## src/rtl/isp_cis_pkg.sv

```systemverilog
`default_nettype none
`timescale 1ns/1ps
// ============================================================================
// Module : isp_cis_pkg
// Desc   : Shared types and default widths for the CIS capture front-end.
// Rev    : 1.0
// ============================================================================
package isp_cis_pkg;

    localparam int c_data_w      = 10;
    localparam int c_sync_stages = 2;
    localparam int c_fifo_depth  = 16;
    localparam int c_cnt_w       = 16;

    typedef enum logic [1:0] {
        IDLE    = 2'd0,
        WAIT_VS = 2'd1,
        ACTIVE  = 2'd2,
        DROP    = 2'd3
    } cis_state_e;

    typedef struct packed {
        logic                sof;
        logic                eol;
        logic [c_data_w-1:0] data;
    } cis_entry_t;

endpackage
`default_nettype wire

```

## src/rtl/cis_pix_fifo.sv

```systemverilog
`default_nettype none
`timescale 1ns/1ps
// ============================================================================
// Module : cis_pix_fifo
// Desc   : First-word-fall-through synchronous FIFO, head visible when !empty.
// Rev    : 1.0
// ============================================================================
module cis_pix_fifo #(
    parameter int WIDTH = 12,
    parameter int DEPTH = 16
) (
    input  logic             clk,
    input  logic             rst_n,
    input  logic             push,
    input  logic [WIDTH-1:0] push_data,
    input  logic             pop,
    output logic [WIDTH-1:0] head,
    output logic             full,
    output logic             empty
);
    localparam int c_addr_w = $clog2(DEPTH);

    logic [WIDTH-1:0]  r_mem [DEPTH];
    logic [c_addr_w:0] r_wr_ptr;
    logic [c_addr_w:0] r_rd_ptr;
    logic              w_wr;
    logic              w_rd;

    // Extra pointer bit separates full from empty when the indices match.
    assign empty = (r_wr_ptr == r_rd_ptr);
    assign full  = (r_wr_ptr[c_addr_w] != r_rd_ptr[c_addr_w]) &&
                   (r_wr_ptr[c_addr_w-1:0] == r_rd_ptr[c_addr_w-1:0]);
    assign w_rd  = pop & ~empty;
    assign w_wr  = push & (~full | w_rd);
    assign head  = r_mem[r_rd_ptr[c_addr_w-1:0]];

    always_ff @(posedge clk or negedge rst_n) begin
        if (!rst_n) begin
            r_wr_ptr <= '0;
            r_rd_ptr <= '0;
        end else begin
            if (w_wr) r_wr_ptr <= r_wr_ptr + (c_addr_w+1)'(1);
            if (w_rd) r_rd_ptr <= r_rd_ptr + (c_addr_w+1)'(1);
        end
    end

    always_ff @(posedge clk) begin
        if (w_wr) r_mem[r_wr_ptr[c_addr_w-1:0]] <= push_data;
    end

endmodule
`default_nettype wire

```

## src/rtl/cis_dvp_capture.sv

```systemverilog
`default_nettype none
`timescale 1ns/1ps
// ============================================================================
// Module : cis_dvp_capture
// Desc   : DVP sensor capture: resync, framing (sof/eol), FIFO, status.
// Rev    : 1.0
// ============================================================================
module cis_dvp_capture
    import isp_cis_pkg::*;
#(
    parameter int DATA_W      = c_data_w,
    parameter int SYNC_STAGES = c_sync_stages,
    parameter int FIFO_DEPTH  = c_fifo_depth,
    parameter int CNT_W       = c_cnt_w
) (
    input  logic              wb_clk_i,
    input  logic              wb_rst_n,
    input  logic              enable,
    input  logic              cis_pclk,
    input  logic              cis_hsync,
    input  logic              cis_vsync,
    input  logic [DATA_W-1:0] cis_data,
    output logic              out_valid,
    input  logic              out_ready,
    output logic [DATA_W-1:0] out_data,
    output logic              out_sof,
    output logic              out_eol,
    output logic              busy,
    output logic [CNT_W-1:0]  frame_cnt,
    output logic [CNT_W-1:0]  line_cnt,
    output logic [CNT_W-1:0]  last_line_len,
    output logic [CNT_W-1:0]  ovf_cnt,
    output logic              ovf_pulse
);
    localparam int c_in_w  = DATA_W + 3;
    localparam int c_ent_w = DATA_W + 2;

    logic [c_in_w-1:0]  r_sync [SYNC_STAGES];
    logic               r_pclk_d;
    logic               r_vs_d;
    logic               r_hs_last;
    cis_state_e         r_state;
    cis_state_e         w_state_nxt;
    logic               r_stg_valid;
    logic [DATA_W-1:0]  r_stg_data;
    logic               r_sof_pending;
    logic [CNT_W-1:0]   r_line_pix;
    logic [CNT_W-1:0]   r_line_cnt;
    logic [CNT_W-1:0]   r_last_len;
    logic [CNT_W-1:0]   r_frame_cnt;
    logic [CNT_W-1:0]   r_ovf_cnt;
    logic               r_ovf_pulse;

    logic               w_s_pclk, w_s_hs, w_s_vs;
    logic [DATA_W-1:0]  w_s_data;
    logic               w_pclk_rise, w_vs_rise, w_vs_fall, w_hs_fall, w_pix;
    logic               w_push, w_push_eol, w_stg_load, w_line_done;
    logic               w_frame_done, w_arm, w_ovf;
    logic [1:0]         w_drop_inc;
    logic [CNT_W:0]     w_ovf_sum;
    logic               w_fifo_full, w_fifo_empty, w_pop;
    logic [c_ent_w-1:0] w_head;

    // All sensor lines share one chain so pclk, syncs and data stay aligned.
    always_ff @(posedge wb_clk_i or negedge wb_rst_n) begin
        if (!wb_rst_n) begin
            for (int i = 0; i < SYNC_STAGES; i++) r_sync[i] <= '0;
        end else begin
            r_sync[0] <= {cis_pclk, cis_hsync, cis_vsync, cis_data};
            for (int i = 1; i < SYNC_STAGES; i++) r_sync[i] <= r_sync[i-1];
        end
    end

    assign {w_s_pclk, w_s_hs, w_s_vs, w_s_data} = r_sync[SYNC_STAGES-1];
    assign w_pclk_rise = w_s_pclk & ~r_pclk_d;
    assign w_vs_rise   = w_s_vs & ~r_vs_d;
    assign w_vs_fall   = ~w_s_vs & r_vs_d;
    assign w_hs_fall   = w_pclk_rise & r_hs_last & ~w_s_hs;
    assign w_pix       = w_pclk_rise & w_s_hs;
    assign w_pop       = out_valid & out_ready;

    always_comb begin
        w_state_nxt  = r_state;
        w_push       = 1'b0;
        w_push_eol   = 1'b0;
        w_stg_load   = 1'b0;
        w_line_done  = 1'b0;
        w_frame_done = 1'b0;
        w_arm        = 1'b0;
        w_ovf        = 1'b0;
        w_drop_inc   = 2'd0;
        case (r_state)
            IDLE: begin
                if (enable) w_state_nxt = WAIT_VS;
            end
            WAIT_VS: begin
                if (!enable) begin
                    w_state_nxt = IDLE;
                end else if (w_vs_fall) begin
                    w_state_nxt = ACTIVE;
                    w_arm       = 1'b1;
                end
            end
            ACTIVE: begin
                if (w_vs_rise) begin
                    w_push       = r_stg_valid;
                    w_push_eol   = 1'b1;
                    w_line_done  = r_stg_valid;
                    w_frame_done = 1'b1;
                    w_state_nxt  = enable ? WAIT_VS : IDLE;
                end else if (w_hs_fall) begin
                    w_push      = r_stg_valid;
                    w_push_eol  = 1'b1;
                    w_line_done = r_stg_valid;
                end else if (w_pix) begin
                    w_push     = r_stg_valid;
                    w_stg_load = 1'b1;
                end
                // A blocked push also discards the pixel arriving with it.
                if (w_push && w_fifo_full && !w_pop) begin
                    w_ovf        = 1'b1;
                    w_frame_done = 1'b0;
                    w_drop_inc   = w_stg_load ? 2'd2 : 2'd1;
                    if (!w_vs_rise) w_state_nxt = DROP;
                end
            end
            DROP: begin
                if (w_vs_rise) begin
                    w_state_nxt = enable ? WAIT_VS : IDLE;
                end else if (w_pix) begin
                    w_drop_inc = 2'd1;
                end
            end
            default: w_state_nxt = IDLE;
        endcase
    end

    assign w_ovf_sum = {1'b0, r_ovf_cnt} + {{(CNT_W-1){1'b0}}, w_drop_inc};

    always_ff @(posedge wb_clk_i or negedge wb_rst_n) begin
        if (!wb_rst_n) begin
            r_state       <= IDLE;
            r_pclk_d      <= 1'b0;
            r_vs_d        <= 1'b0;
            r_hs_last     <= 1'b0;
            r_stg_valid   <= 1'b0;
            r_stg_data    <= '0;
            r_sof_pending <= 1'b0;
            r_line_pix    <= '0;
            r_line_cnt    <= '0;
            r_last_len    <= '0;
            r_frame_cnt   <= '0;
            r_ovf_cnt     <= '0;
            r_ovf_pulse   <= 1'b0;
        end else begin
            r_state  <= w_state_nxt;
            r_pclk_d <= w_s_pclk;
            r_vs_d   <= w_s_vs;
            if (w_pclk_rise) r_hs_last <= w_s_hs;

            if (w_arm || w_ovf)   r_stg_valid <= 1'b0;
            else if (w_stg_load)  r_stg_valid <= 1'b1;
            else if (w_push)      r_stg_valid <= 1'b0;
            if (w_stg_load) r_stg_data <= w_s_data;

            if (w_arm)       r_sof_pending <= 1'b1;
            else if (w_push) r_sof_pending <= 1'b0;

            if (w_arm || w_line_done) r_line_pix <= '0;
            else if (w_stg_load)      r_line_pix <= r_line_pix + CNT_W'(1);

            if (w_arm)            r_line_cnt <= '0;
            else if (w_line_done) r_line_cnt <= r_line_cnt + CNT_W'(1);
            if (w_line_done)      r_last_len <= r_line_pix;

            if (w_frame_done) r_frame_cnt <= r_frame_cnt + CNT_W'(1);
            r_ovf_cnt   <= w_ovf_sum[CNT_W] ? '1 : w_ovf_sum[CNT_W-1:0];
            r_ovf_pulse <= w_ovf;
        end
    end

    cis_pix_fifo #(
        .WIDTH (c_ent_w),
        .DEPTH (FIFO_DEPTH)
    ) u_fifo (
        .clk       (wb_clk_i),
        .rst_n     (wb_rst_n),
        .push      (w_push & ~w_ovf),
        .push_data ({r_sof_pending, w_push_eol, r_stg_data}),
        .pop       (w_pop),
        .head      (w_head),
        .full      (w_fifo_full),
        .empty     (w_fifo_empty)
    );

    assign out_valid     = ~w_fifo_empty;
    assign out_data      = out_valid ? w_head[DATA_W-1:0] : '0;
    assign out_eol       = out_valid & w_head[DATA_W];
    assign out_sof       = out_valid & w_head[DATA_W+1];
    assign busy          = (r_state != IDLE);
    assign frame_cnt     = r_frame_cnt;
    assign line_cnt      = r_line_cnt;
    assign last_line_len = r_last_len;
    assign ovf_cnt       = r_ovf_cnt;
    assign ovf_pulse     = r_ovf_pulse;

endmodule
`default_nettype wire

```

## config.mk

```make
export PLATFORM = sky130hd
export DESIGN_NAME = cis_dvp_capture
export DESIGN_NICKNAME = d
export VERILOG_FILES = /design/src/rtl/isp_cis_pkg.sv /design/src/rtl/cis_pix_fifo.sv /design/src/rtl/cis_dvp_capture.sv
export SDC_FILE = /design/constraint.sdc
export NUM_CORES = 1
export LEC_CHECK = 0
export ABC_AREA = 1
export ABC_CLOCK_PERIOD_IN_PS = 8250
export BUFFER_PORTS_ARGS = -buffer_cell sky130_fd_sc_hd__buf_2
export CORE_MARGIN = 3
export CORE_UTILIZATION = 38
export DETAILED_ROUTE_END_ITERATION = 10
export HOLD_SLACK_MARGIN = 0.12
export PLACE_DENSITY_LB_ADDON = 0.08
export SLEW_MARGIN = 5
export SYNTH_ARGS = -nofsm -noshare
export SYNTH_HDL_FRONTEND = slang
export SYNTH_SLANG_ARGS = --single-unit
export TNS_END_PERCENT = 5
```

## constraint.sdc

```tcl
create_clock -name wb_clk_i -period 8.25 [get_ports wb_clk_i]
set_clock_uncertainty 0.15 [all_clocks]
set_input_delay 1.65 -clock wb_clk_i [delete_from_list [all_inputs] [get_ports wb_clk_i]]
set_output_delay 1.65 -clock wb_clk_i [all_outputs]
set_load 0.1 [all_outputs]
```

After elaboration in Yosys (flattened, before gate mapping). Memory sizes are Yosys's and may differ from the RTL's. Cells that the tools add are included.

Memories kept: 1. Input port bits: 17. Register bits: 134. Word-level logic and storage cells: 114. Bits in writable memories: 192. Output and inout bits: 79.

Muxes and demuxes: 49. $add $sub $neg: 6. Bitwise gates (word level): 20. Eq/ne operators: 8. Reductions and logical operators: 13.

Memories: u_fifo.r_mem (depth 16, bits a word 12, rd ports 1, clocked after Yosys merged registers in 0, write ports 1, line cis_pix_fifo.sv:23) `logic [WIDTH-1:0] r_mem [DEPTH];`.

Operator list (number): 16-bit 2-to-1 mux (5); 16-bit by 1-bit adder with 16-bit output, second input constant (3); 1-bit 2-to-1 mux (33); 16-bit by 2-bit adder with 17-bit output (1); 2-bit 2-to-1 mux (8); 1-bit bitwise AND (12); 5-bit by 1-bit adder with 5-bit output, second input constant (2); 10-bit 2-to-1 mux (1); 2-bit case mux with 4 select lines (1); 2-bit nonzero test (4); 1-bit inverter (7); 5-bit equality test (1); 2-bit equality test, second input constant (2); 4-bit equality test (1); 2-bit case mux with 2 select lines (1); 1-bit logical AND (3); 3-bit inequality test, second input constant (1); 3-bit nonzero test (1); 2-bit by 1-bit equality test with 1-bit output, second input constant (1); 2-bit zero test (1); 1-bit logical OR (2); 2-bit inequality test, second input constant (1); 2-bit AND reduction (1); 1-bit zero test (1); 2 further kinds (2).

Logic depth before layout (Yosys ltp). Gate-level depths: netlist of run 1.

Depth after elaboration: 16. Gate-level depth with buffers: 19. Mapped depth without buffers: 18.

Hierarchy. From an unflattened synthesis of run 1, not the netlist that was laid out.

Cells, all modules: 1447. Area, all modules: 14385.0 sq um.

By module, submodules not included: cis_pix_fifo (times used 1, sequential area each 6015.8 sq um, cells each 707, area each 8363.0 sq um); cis_dvp_capture (times used 1, sequential area each 3103.0 sq um, cells each 740, area each 6022.0 sq um).

Worst setup path after synthesis of run 1. OpenSTA, ideal clock, no wires.

Path type: flip-flop to output port. Start: reg u_fifo.r_rd_ptr[0]. End: out out_data[0]. Slack: 2.966 ns. Buffers on the path: 2. Cell stages (with the launch flop): 10. Arrival: 3.484 ns. Data required time: 6.450 ns. Path through: dfrtp_1 buf_4 inv_2 nand2_1 nand2_1 nor2_4 nand3_1 inv_1 buf_4 a21oi_1.

Word-level cells in the longest chain between the ends: 2. Elaborated cells on any way between the ends: 3. Those cells by class: eq/ne (1); mux (1); memory (1).

Ends and longest elaborated chain: from (decl) (line cis_pix_fifo.sv:25) `logic [c_addr_w:0] r_rd_ptr;`; from (signal assigned) (line cis_pix_fifo.sv:43) `if (w_rd) r_rd_ptr <= r_rd_ptr + (c_addr_w+1)'(1);`; memory 16 x 12 bit / 5-bit equality test (equally long branches); 10-bit 2-to-1 mux (*) (line cis_dvp_capture.sv:197) `assign out_data = out_valid ? w_head[DATA_W-1:0] : '0;`; to (decl) (line cis_dvp_capture.sv:25) `output logic [DATA_W-1:0] out_data,`.

Mark *: on every way between the ends. The rest lies on a longest branch, timed or not.

Final worst setup path of run 1.
Start: reg u_fifo.r_rd_ptr[1]. End: out out_sof.

Word-level cells in the longest chain between the ends: 3. Elaborated cells on any way between the ends: 4. Those cells by class: eq/ne (1); bitwise (2); memory (1).

Ends and longest elaborated chain: branches (longest 2 deep; another with memory 16 x 12 bit); 1-bit bitwise AND (*) (line cis_dvp_capture.sv:199) `assign out_sof = out_valid & w_head[DATA_W+1];`; to (decl) (line cis_dvp_capture.sv:26) `output logic out_sof,`.

Every way passes the cells marked *.

==> impl_metrics.tcl, run 1 <==
set metrics [dict create \
    critPathMaxFanout 64 \
    drive_gt1_frac 0.1301 \
    wl_per_cell_um 16.45 \
    final_net_count 1682 \
    finalSetupTns_ns 0 \
    max_freq_mhz 184.8 \
    yosysMostFrequentCell "nand2_1" \
    die_area_sq_um 40650 \
    num_rows 71 \
    yosys.area.top_type "edfxtp_1" \
    drv_cap 0 \
    die_w_um 201.6 \
    tightest_slew_ns 1.176 \
    synth_top_area_frac 0.3965 \
    clockBufferDepth 3 \
    synthFlopType "edfxtp_1" \
    ys_types 32 \
    grt_pass1_wl_um 57950 \
    cts.clk_slew.worst_paths_ns 0.06 \
    fin_crit_sh 0.6560 \
    reg2reg_depth 17 \
    yosys_register_bits 326 \
    p_leak_nw 7.365 \
    core_area_sq_um 37670 \
    grt_overflow 0 \
    drt_iter0_markers 584 \
    met1Wirelength_um 17320 \
    crit_arrival_ns 3.61 \
    grt_pass1_vias 10228 \
    dr_total_vias 10488 \
    clk_latency_ns 0.52 \
    gp_congestion 0.8393 \
    cp-start-kind "flop" \
    grtUsageTotal 0.1797 \
    cts_resized 0 \
    synth_cells 1557 \
    detail-route-antenna-nets 0 \
    io_pins 96 \
    postCtsHoldBufs 0 \
    fillCellCount 3709 \
    hold_violations 0 \
    syn_nets 1585 \
    critPathCaptureType "output port" \
    first_pass_iters 5 \
    dieHeight_um 201.6 \
    period_needed_ns 5.412 \
    wl_met2_um 16540 \
    areaGrowthSynthToFinish_pct 16.12 \
    holdPathStages 0 \
    post-place-ws_ns 3.339 \
    numPortBuffers 95 \
    ir_drop_v 0.0002614 \
    hp-class "reg -> reg" \
    maxSlewViolCount 0 \
    drc 0 \
    antenna_found_initial 1 \
    synth_edf_count 192 \
    cts_root_buffer "clkbuf_16" \
    final-setup-viol-count 0 \
    avgSynthCellArea_sq_um 9.339 \
    required_ns 6.45 \
    yosys_warnings 0 \
    rsz0062_at_grt "no" \
    fin_ws_ns 2.838 \
    htree_levels 2 \
    vias_per_cell 4.780 \
    drt_wl_total_um 36090 \
    maxSlewHeadroom 0.2115 \
    synth_common_cells "nand2_1 (576), edfxtp_1 (192), nor2_1 (149)" \
    cts_buffers 38 \
    diodes 0 \
    grt_max_degree 97 \
    cts_tree "yes" \
    seq_area_frac_synth 0.6271 \
    outcome "finished clean" \
    ys_top_cells_by_area "edfxtp_1 (40%), dfrtp_1 (23%), nand2_1 (15%)" \
    path_class "reg -> out" \
    hpwl_um 22110 \
    syn-cell-area_sq_um 14540 \
    wl_met3_um 1491 \
    clock_sinks 326 \
    top_layer_used "met5" \
    post_cts_buffers 0 \
    initial_core_util 0.3861 \
    async_flop_share 0.4110 \
    power_density_nw_per_um2 344.7 \
]
[final timing paths]
kind / slack, ns / start / to
max: 2.84 / u_fifo.r_rd_ptr[1] / out_sof
min: 0.19 / r_sync[19] / r_sync[6]
max reg2reg: 3.47 / u_fifo.r_rd_ptr[1] / ovf_cnt[15]
min reg2reg: 0.19 / r_sync[19] / r_sync[6]
max in group asynchronous: 5.73 / wb_rst_n / u_fifo.r_rd_ptr[0]
min in group asynchronous: 1.06 / wb_rst_n / last_line_len[14]
[worst max-delay path, cell delays in order, from the launching register on]
cell     delay (ns)
dfrtp_2        0.38
buf_4          0.37
inv_2          0.75
nand2_1        0.11
nand2_1        0.14
nor2_4         0.06
nand3_1        0.21
inv_1          0.25
a21oi_1        0.29
buf_2          0.49
[logic make-up after synthesis]
group / share of synthesized area
compound gates: 0.03519
xor+xnor: 0.01446
fa+ha+maj: 0.009981
buf+inv: 0.04991
flops: 0.6271
simple gates: 0.2634
[where the power goes]
| group | leakage, nW | internal, mW | switching (mW) |
|---|---|---|---|
| registers | 3.50 | 1.95 | 0.248 |
| clock network | 0.640 | 1.04 | 0.667 |
| logic | 3.22 | 0.376 | 1.54 |
[state kept, by name, summed over array words and instances (netlist names)]
name,flops
u_fifo.r_mem,192
u_fifo.r_rd_ptr,5
r_pclk_d,1
r_stg_data,10
r_state,2
r_stg_valid,1
r_vs_d,1
ovf_cnt,16
r_hs_last,1
r_sync,26
r_line_pix,16
ovf_pulse,1
r_sof_pending,1
frame_cnt,16
u_fifo.r_wr_ptr,5
last_line_len,16
line_cnt,16
[routing by layer]
layer,track usage,vias up
met4,0.04735,2
met2,0.2885,176
li1,-,5258
met3,0.02961,55
met1,0.2555,4997
met5,0,-
[metrics by stage]
step	total power, mW	cell area, sq um	hold WS [ns]	utilization	cells
3_3_place_gp	4.164	15590	0.1827	0.4139	2125
4_1_cts	5.904	16890	0.1822	0.4483	2194
6_report	5.820	16890	0.1897	0.4483	2194
2_1_floorplan	3.659	14540	0.1812	-	1557
5_1_grt	6.148	16890	0.1991	0.4483	2194
3_5_place_dp	4.170	15590	0.1847	0.4139	2125
[layout by cell type (no fill, tap or decap), drive strengths merged, types with 18 or more instances in the layout]
| cell | Yosys | layout |
|---|---|---|
| nand2 | 581 | 581 |
| xor2 | 18 | 18 |
| o21ai | 72 | 72 |
| nand4 | 23 | 23 |
| nor3 | 27 | 27 |
| buf | 33 | 113 |
| inv | 119 | 120 |
| a21oi | 19 | 19 |
| nor2 | 155 | 155 |
| dfrtp | 134 | 134 |
| edfxtp | 192 | 192 |
| clkbuf | 23 | 54 |
| nand3 | 126 | 126 |
[area by class of cell]
cell class              instances  area (sq um)  area share
flip-flops and latches        326          9124      0.5403
multi-input cells            1056          4763      0.2821
clock buffers                  54          1190     0.07047
well taps                     511         639.4     0.03786
repair buffers                113         616.8     0.03653
inverters                     119         446.7     0.02645
clock inverters                15         106.4    0.006298
Power figures use the tool's default switching activity.
==> run 2, diff against run 1 <==
- ABC_AREA: 1 -> 0
- ABC_CLOCK_PERIOD_IN_PS: 8250 -> 5600
- clock period: 8.25 -> 5.6 ns (I/O delays scaled with it)
==> impl_metrics.tcl, run 2 <==
set metrics [dict create \
    outcome "finished clean" \
    initial_core_util 0.3864 \
    htree_levels 2 \
    postCtsHoldBufs 0 \
    cts_resized 0 \
    gp_congestion 0.7114 \
    top_layer_used "met5" \
    cts.clk_slew.worst_paths_ns 0.06 \
    clkPwrFrac 0.287 \
    final_net_count 972 \
    grt_max_degree 103 \
    required_ns 4.33 \
    wl_met3_um 1382 \
    p_int_mw 4.752 \
    met1Wirelength_um 13180 \
    crit_arrival_ns 3.27 \
    yosysMostFrequentCell "edfxtp_1" \
    drt_wl_total_um 28410 \
    wl_met2_um 13430 \
    clk_latency_ns 0.51 \
    synth_cells 830 \
    cts_tree "yes" \
    swShare 0.3900 \
    final_util 0.4500 \
    hp-class "reg -> reg" \
    antenna_found_initial 1 \
    detail-route-antenna-nets 0 \
    fillCellCount 3059 \
    drc 0 \
    clockBufferDepth 3 \
    post_cts_buffers 0 \
    holdPathStages 0 \
    path_class "reg -> out" \
    wl_per_cell_um 19.98 \
    layout_common_cells "edfxtp_1 (192), dfrtp_1 (132), buf_2 (94), nand2_1 (89), mux4_2 (48)" \
    period_needed_ns 4.540 \
    power_switching_mw 3.039 \
    areaGrowthSynthToFinish_pct 16.45 \
    num_rows 67 \
    rsz0062_at_grt "no" \
    drive_gt1_frac 0.2364 \
    reg2reg_depth 13 \
    yosys_warnings 0 \
    die_area_sq_um 36440 \
    dr_total_vias 7197 \
    power_frac_seq 0.398 \
    cts_buffers 37 \
    fin_ws_ns 1.060 \
    maxSlewHeadroom 0.3528 \
    grtUsageTotal 0.1621 \
    numPortBuffers 95 \
    fin_crit_sh 0.8107 \
    dieHeight_um 190.9 \
    die_w_um 190.9 \
    ys_top_cells_by_area "edfxtp_1 (44%), dfrtp_1 (26%), mux4_2 (8.3%)" \
    core_area_sq_um 33620 \
    maxSlewViolCount 0 \
    power_density_nw_per_um2 515.1 \
    design_area_sq_um 15130 \
    fin_total_pwr_mw 7.791 \
    postPlaceCellArea_sq_um 14000 \
    grt_pass1_vias 7733 \
    hold_violations 0 \
    synthFlopType "edfxtp_1" \
    grt_pass1_wl_um 45600 \
    drt_iter0_markers 416 \
    seq_area_frac_synth 0.7021 \
    synth_edf_count 192 \
    clock_sinks 326 \
    max_freq_mhz 220.3 \
    post-place-ws_ns 1.296 \
    layout_commonest_cell "edfxtp_1" \
    final-setup-viol-count 0 \
    critPathMaxFanout 36 \
    largest_reg_flops 192 \
    io_pins 96 \
    syn-cell-area_sq_um 12990 \
    vias_per_cell 5.061 \
    ys_types 53 \
    synth_common_cells "edfxtp_1 (192), dfrtp_1 (134), nand2_1 (89)" \
    ir_drop_v 0.0006480 \
    tightest_slew_ns 0.9708 \
    multi_input_area_sq_um 3692 \
    cp-start-kind "flop" \
    critPathCaptureType "output port" \
    grt_overflow 0 \
    yosys.area.top_type "edfxtp_1" \
    syn_nets 858 \
    yosys_register_bits 326 \
    p_comb_frac 0.316 \
    avgSynthCellArea_sq_um 15.65 \
    hpwl_um 17330 \
    p_leak_nw 5.857 \
    cts_root_buffer "clkbuf_16" \
    async_flop_share 0.4110 \
    finalSetupTns_ns 0 \
    drv_cap 0 \
    seq_area_sq_um 9124 \
    first_pass_iters 4 \
    synth_top_area_frac 0.4439 \
]
## run 2: changes by cell type in the layout (fill, tap and decap cells not counted), moves of 8 or more
cell     before  now
inv_1       107   12
nor2_1      149   47
and4_1        0    8
nand2_1     576   89
nand3_1     123   23
mux4_2        0   48
xor2_1       18   35
mux2_2        0   13
a22oi_1       0   24
and2_1        1   10
inv_2        12    0
xnor2_1       6   27
nor3_2       12    0
o21ai_0      71    6
## run 2: kinds of logic (layout without fill, tap and decap cells)
group | count (synthesis) | after routing | synth area share
compound gates | 67 | 67 | 0.03449
other cells | 0 | 1 | 0
buf+inv | 45 | 188 | 0.01406
simple gates | 256 | 256 | 0.1004
fa+ha+maj | 11 | 11 | 0.01117
flops | 326 | 326 | 0.7021
xor+xnor | 62 | 62 | 0.04181
mux | 63 | 63 | 0.09604
## run 2: power groups by stage
| stage | logic [mW] | clock network, mW | registers [mW] |
|---|---|---|---|
| finish | 2.46 | 2.23 | 3.10 |
| global route | 2.60 | 2.41 | 3.14 |
| CTS | 2.49 | 2.31 | 3.11 |
| global placement | 2.48 | 0 | 3.15 |
| detailed placement | 2.49 | 0 | 3.16 |
| floorplan | 1.69 | 0 | 3.33 |
## run 2: worst paths after layout
path	from	to	slack [ns]
setup / recovery	u_fifo.r_rd_ptr[0]	out_eol	1.06
hold / removal	r_sync[16]	r_sync[3]	0.19
setup reg to reg	u_fifo.r_rd_ptr[0]	ovf_cnt[6]	1.54
hold reg to reg	r_sync[16]	r_sync[3]	0.19
max in group asynchronous	wb_rst_n	r_line_pix[7]	3.74
min in group asynchronous	wb_rst_n	ovf_cnt[10]	0.55
## run 2: area by class of cell
type	instances	share of cell area
flip-flops and latches	326	0.6032
clock buffers	54	0.06957
well taps	448	0.03706
multi-input cells	459	0.2441
diodes	1	0.0001654
repair buffers	108	0.03830
clock inverters	14	0.004632
inverters	12	0.002978
## run 2: metrics by stage
step / hold slack (ns) / instances
2_1_floorplan: 0.1812 / 830
3_3_place_gp: 0.1823 / 1353
3_5_place_dp: 0.1847 / 1353
4_1_cts: 0.1970 / 1421
5_1_grt: 0.2027 / 1421
6_report: 0.1931 / 1422
## run 2: metal layers
layer,global-route usage,up-vias
met2,0.2594,138
met4,0.03697,2
li1,-,3349
met3,0.03143,39
met1,0.2314,3669
met5,0,-
## run 2: worst max-delay path, cell delays in order, from the launching register on
cell and delay [ns]:
dfrtp_4 0.66, buf_4 0.67, mux4_2 0.58, a22oi_1 0.27, a21oi_1 0.17, buf_2 0.36
==> run 3, diff against run 2 <==
- ABC_CLOCK_PERIOD_IN_PS: 5600 -> 4090
- clock period: 5.6 -> 4.09 ns (I/O delays scaled with it)
==> impl_metrics.tcl, run 3 (synthesized netlist as in run 2, its figures left out) <==
set metrics [dict create \
    cts_resized 0 \
    vias_per_cell 5.057 \
    final-setup-viol-count 0 \
    rsz0062_at_grt "no" \
    fin_crit_sh 0.9300 \
    hold_violations 0 \
    cts_tree "yes" \
    drc 0 \
    maxSlewViolCount 0 \
    max_freq_mhz 262.9 \
    grt_max_degree 81 \
    gp_congestion 0.7379 \
    antenna_found_initial 1 \
    wl_per_cell_um 19.71 \
    diodes 0 \
    grt_overflow 0 \
    critPathMaxFanout 51 \
    power_density_nw_per_um2 710.1 \
    initial_core_util 0.3864 \
    cts.clk_slew.worst_paths_ns 0.06 \
    hp-class "reg -> reg" \
    dr_total_vias 7226 \
    hold_ws_ns 0.1917 \
    largest_reg_flops 192 \
    layout_commonest_cell "edfxtp_1" \
    die_w_um 190.9 \
    grtUsageTotal 0.1578 \
    grt_pass1_vias 7552 \
    hpwl_um 17400 \
    crit_path_top_delay_cell "buf_4" \
    numPortBuffers 95 \
    fillCellCount 3033 \
    final_net_count 980 \
    drt_iter0_markers 475 \
    clk_latency_ns 0.51 \
    cts_buffers 38 \
    critical-path-top-delay-family "buffers and inverters" \
    path_class "reg -> out" \
    tightest_slew_ns 0.8628 \
    finalSetupTns_ns 0 \
    ir_drop_v 0.0007993 \
    clockBufferDepth 3 \
    drt_wl_total_um 28160 \
    critPathBufInv 2 \
    slowest_delay_ns 0.63 \
    dieHeight_um 190.9 \
    first_pass_iters 4 \
    period_needed_ns 3.804 \
    clock_sinks 326 \
    crit_chain "buf_4 > mux4_2 > a22oi_1 > a21oi_1 > buf_2" \
    detail-route-antenna-nets 0 \
    cts_root_buffer "clkbuf_16" \
    required_ns 3.12 \
    maxSlewHeadroom 0.4248 \
    layout_common_cells "edfxtp_1 (192), dfrtp_1 (132), buf_2 (94), nand2_1 (89), mux4_2 (48)" \
    drv_cap 0 \
    crit_arrival_ns 2.84 \
    post_cts_buffers 0 \
    p_leak_nw 5.913 \
    num_rows 67 \
    postCtsHoldBufs 0 \
    cp-start-kind "flop" \
    htree_levels 2 \
    io_pins 96 \
    drive_gt1_frac 0.2406 \
    die_area_sq_um 36440 \
    grt_pass1_wl_um 44480 \
    critPathCaptureType "output port" \
    core_area_sq_um 33620 \
    areaGrowthSynthToFinish_pct 17.41 \
    outcome "finished clean" \
]
[run 3: changes by cell type in the layout (fill, tap and decap cells not counted), sizes merged]
cell	change
clkinvlp	+1
diode	-1
clkinv	-4
buf	+7
clkbuf	+2
bufinv	+2
[run 3: stage by stage]
stage               power (mW)    util  area (sq um)  setup slack, ns  instances
floorplan                6.865       -         12990           0.3318        830
global placement         7.749  0.4188         14080           0.3947       1360
detailed placement       7.754  0.4188         14080           0.3147       1360
CTS                      10.98  0.4536         15250           0.2322       1429
global route             11.29  0.4536         15250          0.09017       1429
finish                   10.83  0.4536         15250           0.2862       1429
[run 3: layout make-up]
class	instances	area (sq um)	area share
multi-input combinational	459	3692	0.2421
timing repair buffer	115	656.9	0.04308
clock inverter	13	121.4	0.007959
tap	448	560.5	0.03676
sequential	326	9124	0.5983
clock buffer	56	1050	0.06884
inverter	12	45.04	0.002954
[run 3: path summary, 6_finish.rpt]
kind | startpoint | endpoint | slack (ns) | cells past startpoint
worst max-delay path | u_fifo.r_rd_ptr[1] | out_eol | 0.29 | 5
worst min-delay path | r_sync[19] | r_sync[6] | 0.19 | 0
worst max register to register | u_fifo.r_wr_ptr[3] | ovf_cnt[6] | 0.41 | 14
worst min register to register | r_sync[19] | r_sync[6] | 0.19 | 0
max in group asynchronous | wb_rst_n | last_line_len[12] | 2.80 | 2
min in group asynchronous | wb_rst_n | ovf_cnt[9] | 0.21 | 1
[run 3: report_power, final]
group	switching [mW]	internal [mW]	leakage [nW]	total (mW)
Clock	1.28	1.91	0.565	3.19
Combinational	2.53	0.921	1.90	3.45
Sequential	0.355	3.83	3.45	4.18
Total	4.17	6.66	5.91	10.8
[run 3: routing by layer]
layer | wire (um) | track usage
met1 | 13200 | 0.2256
met2 | 13300 | 0.2530
met4 | 561 | 0.03895
met5 | 7 | 0
met3 | 1096 | 0.02721
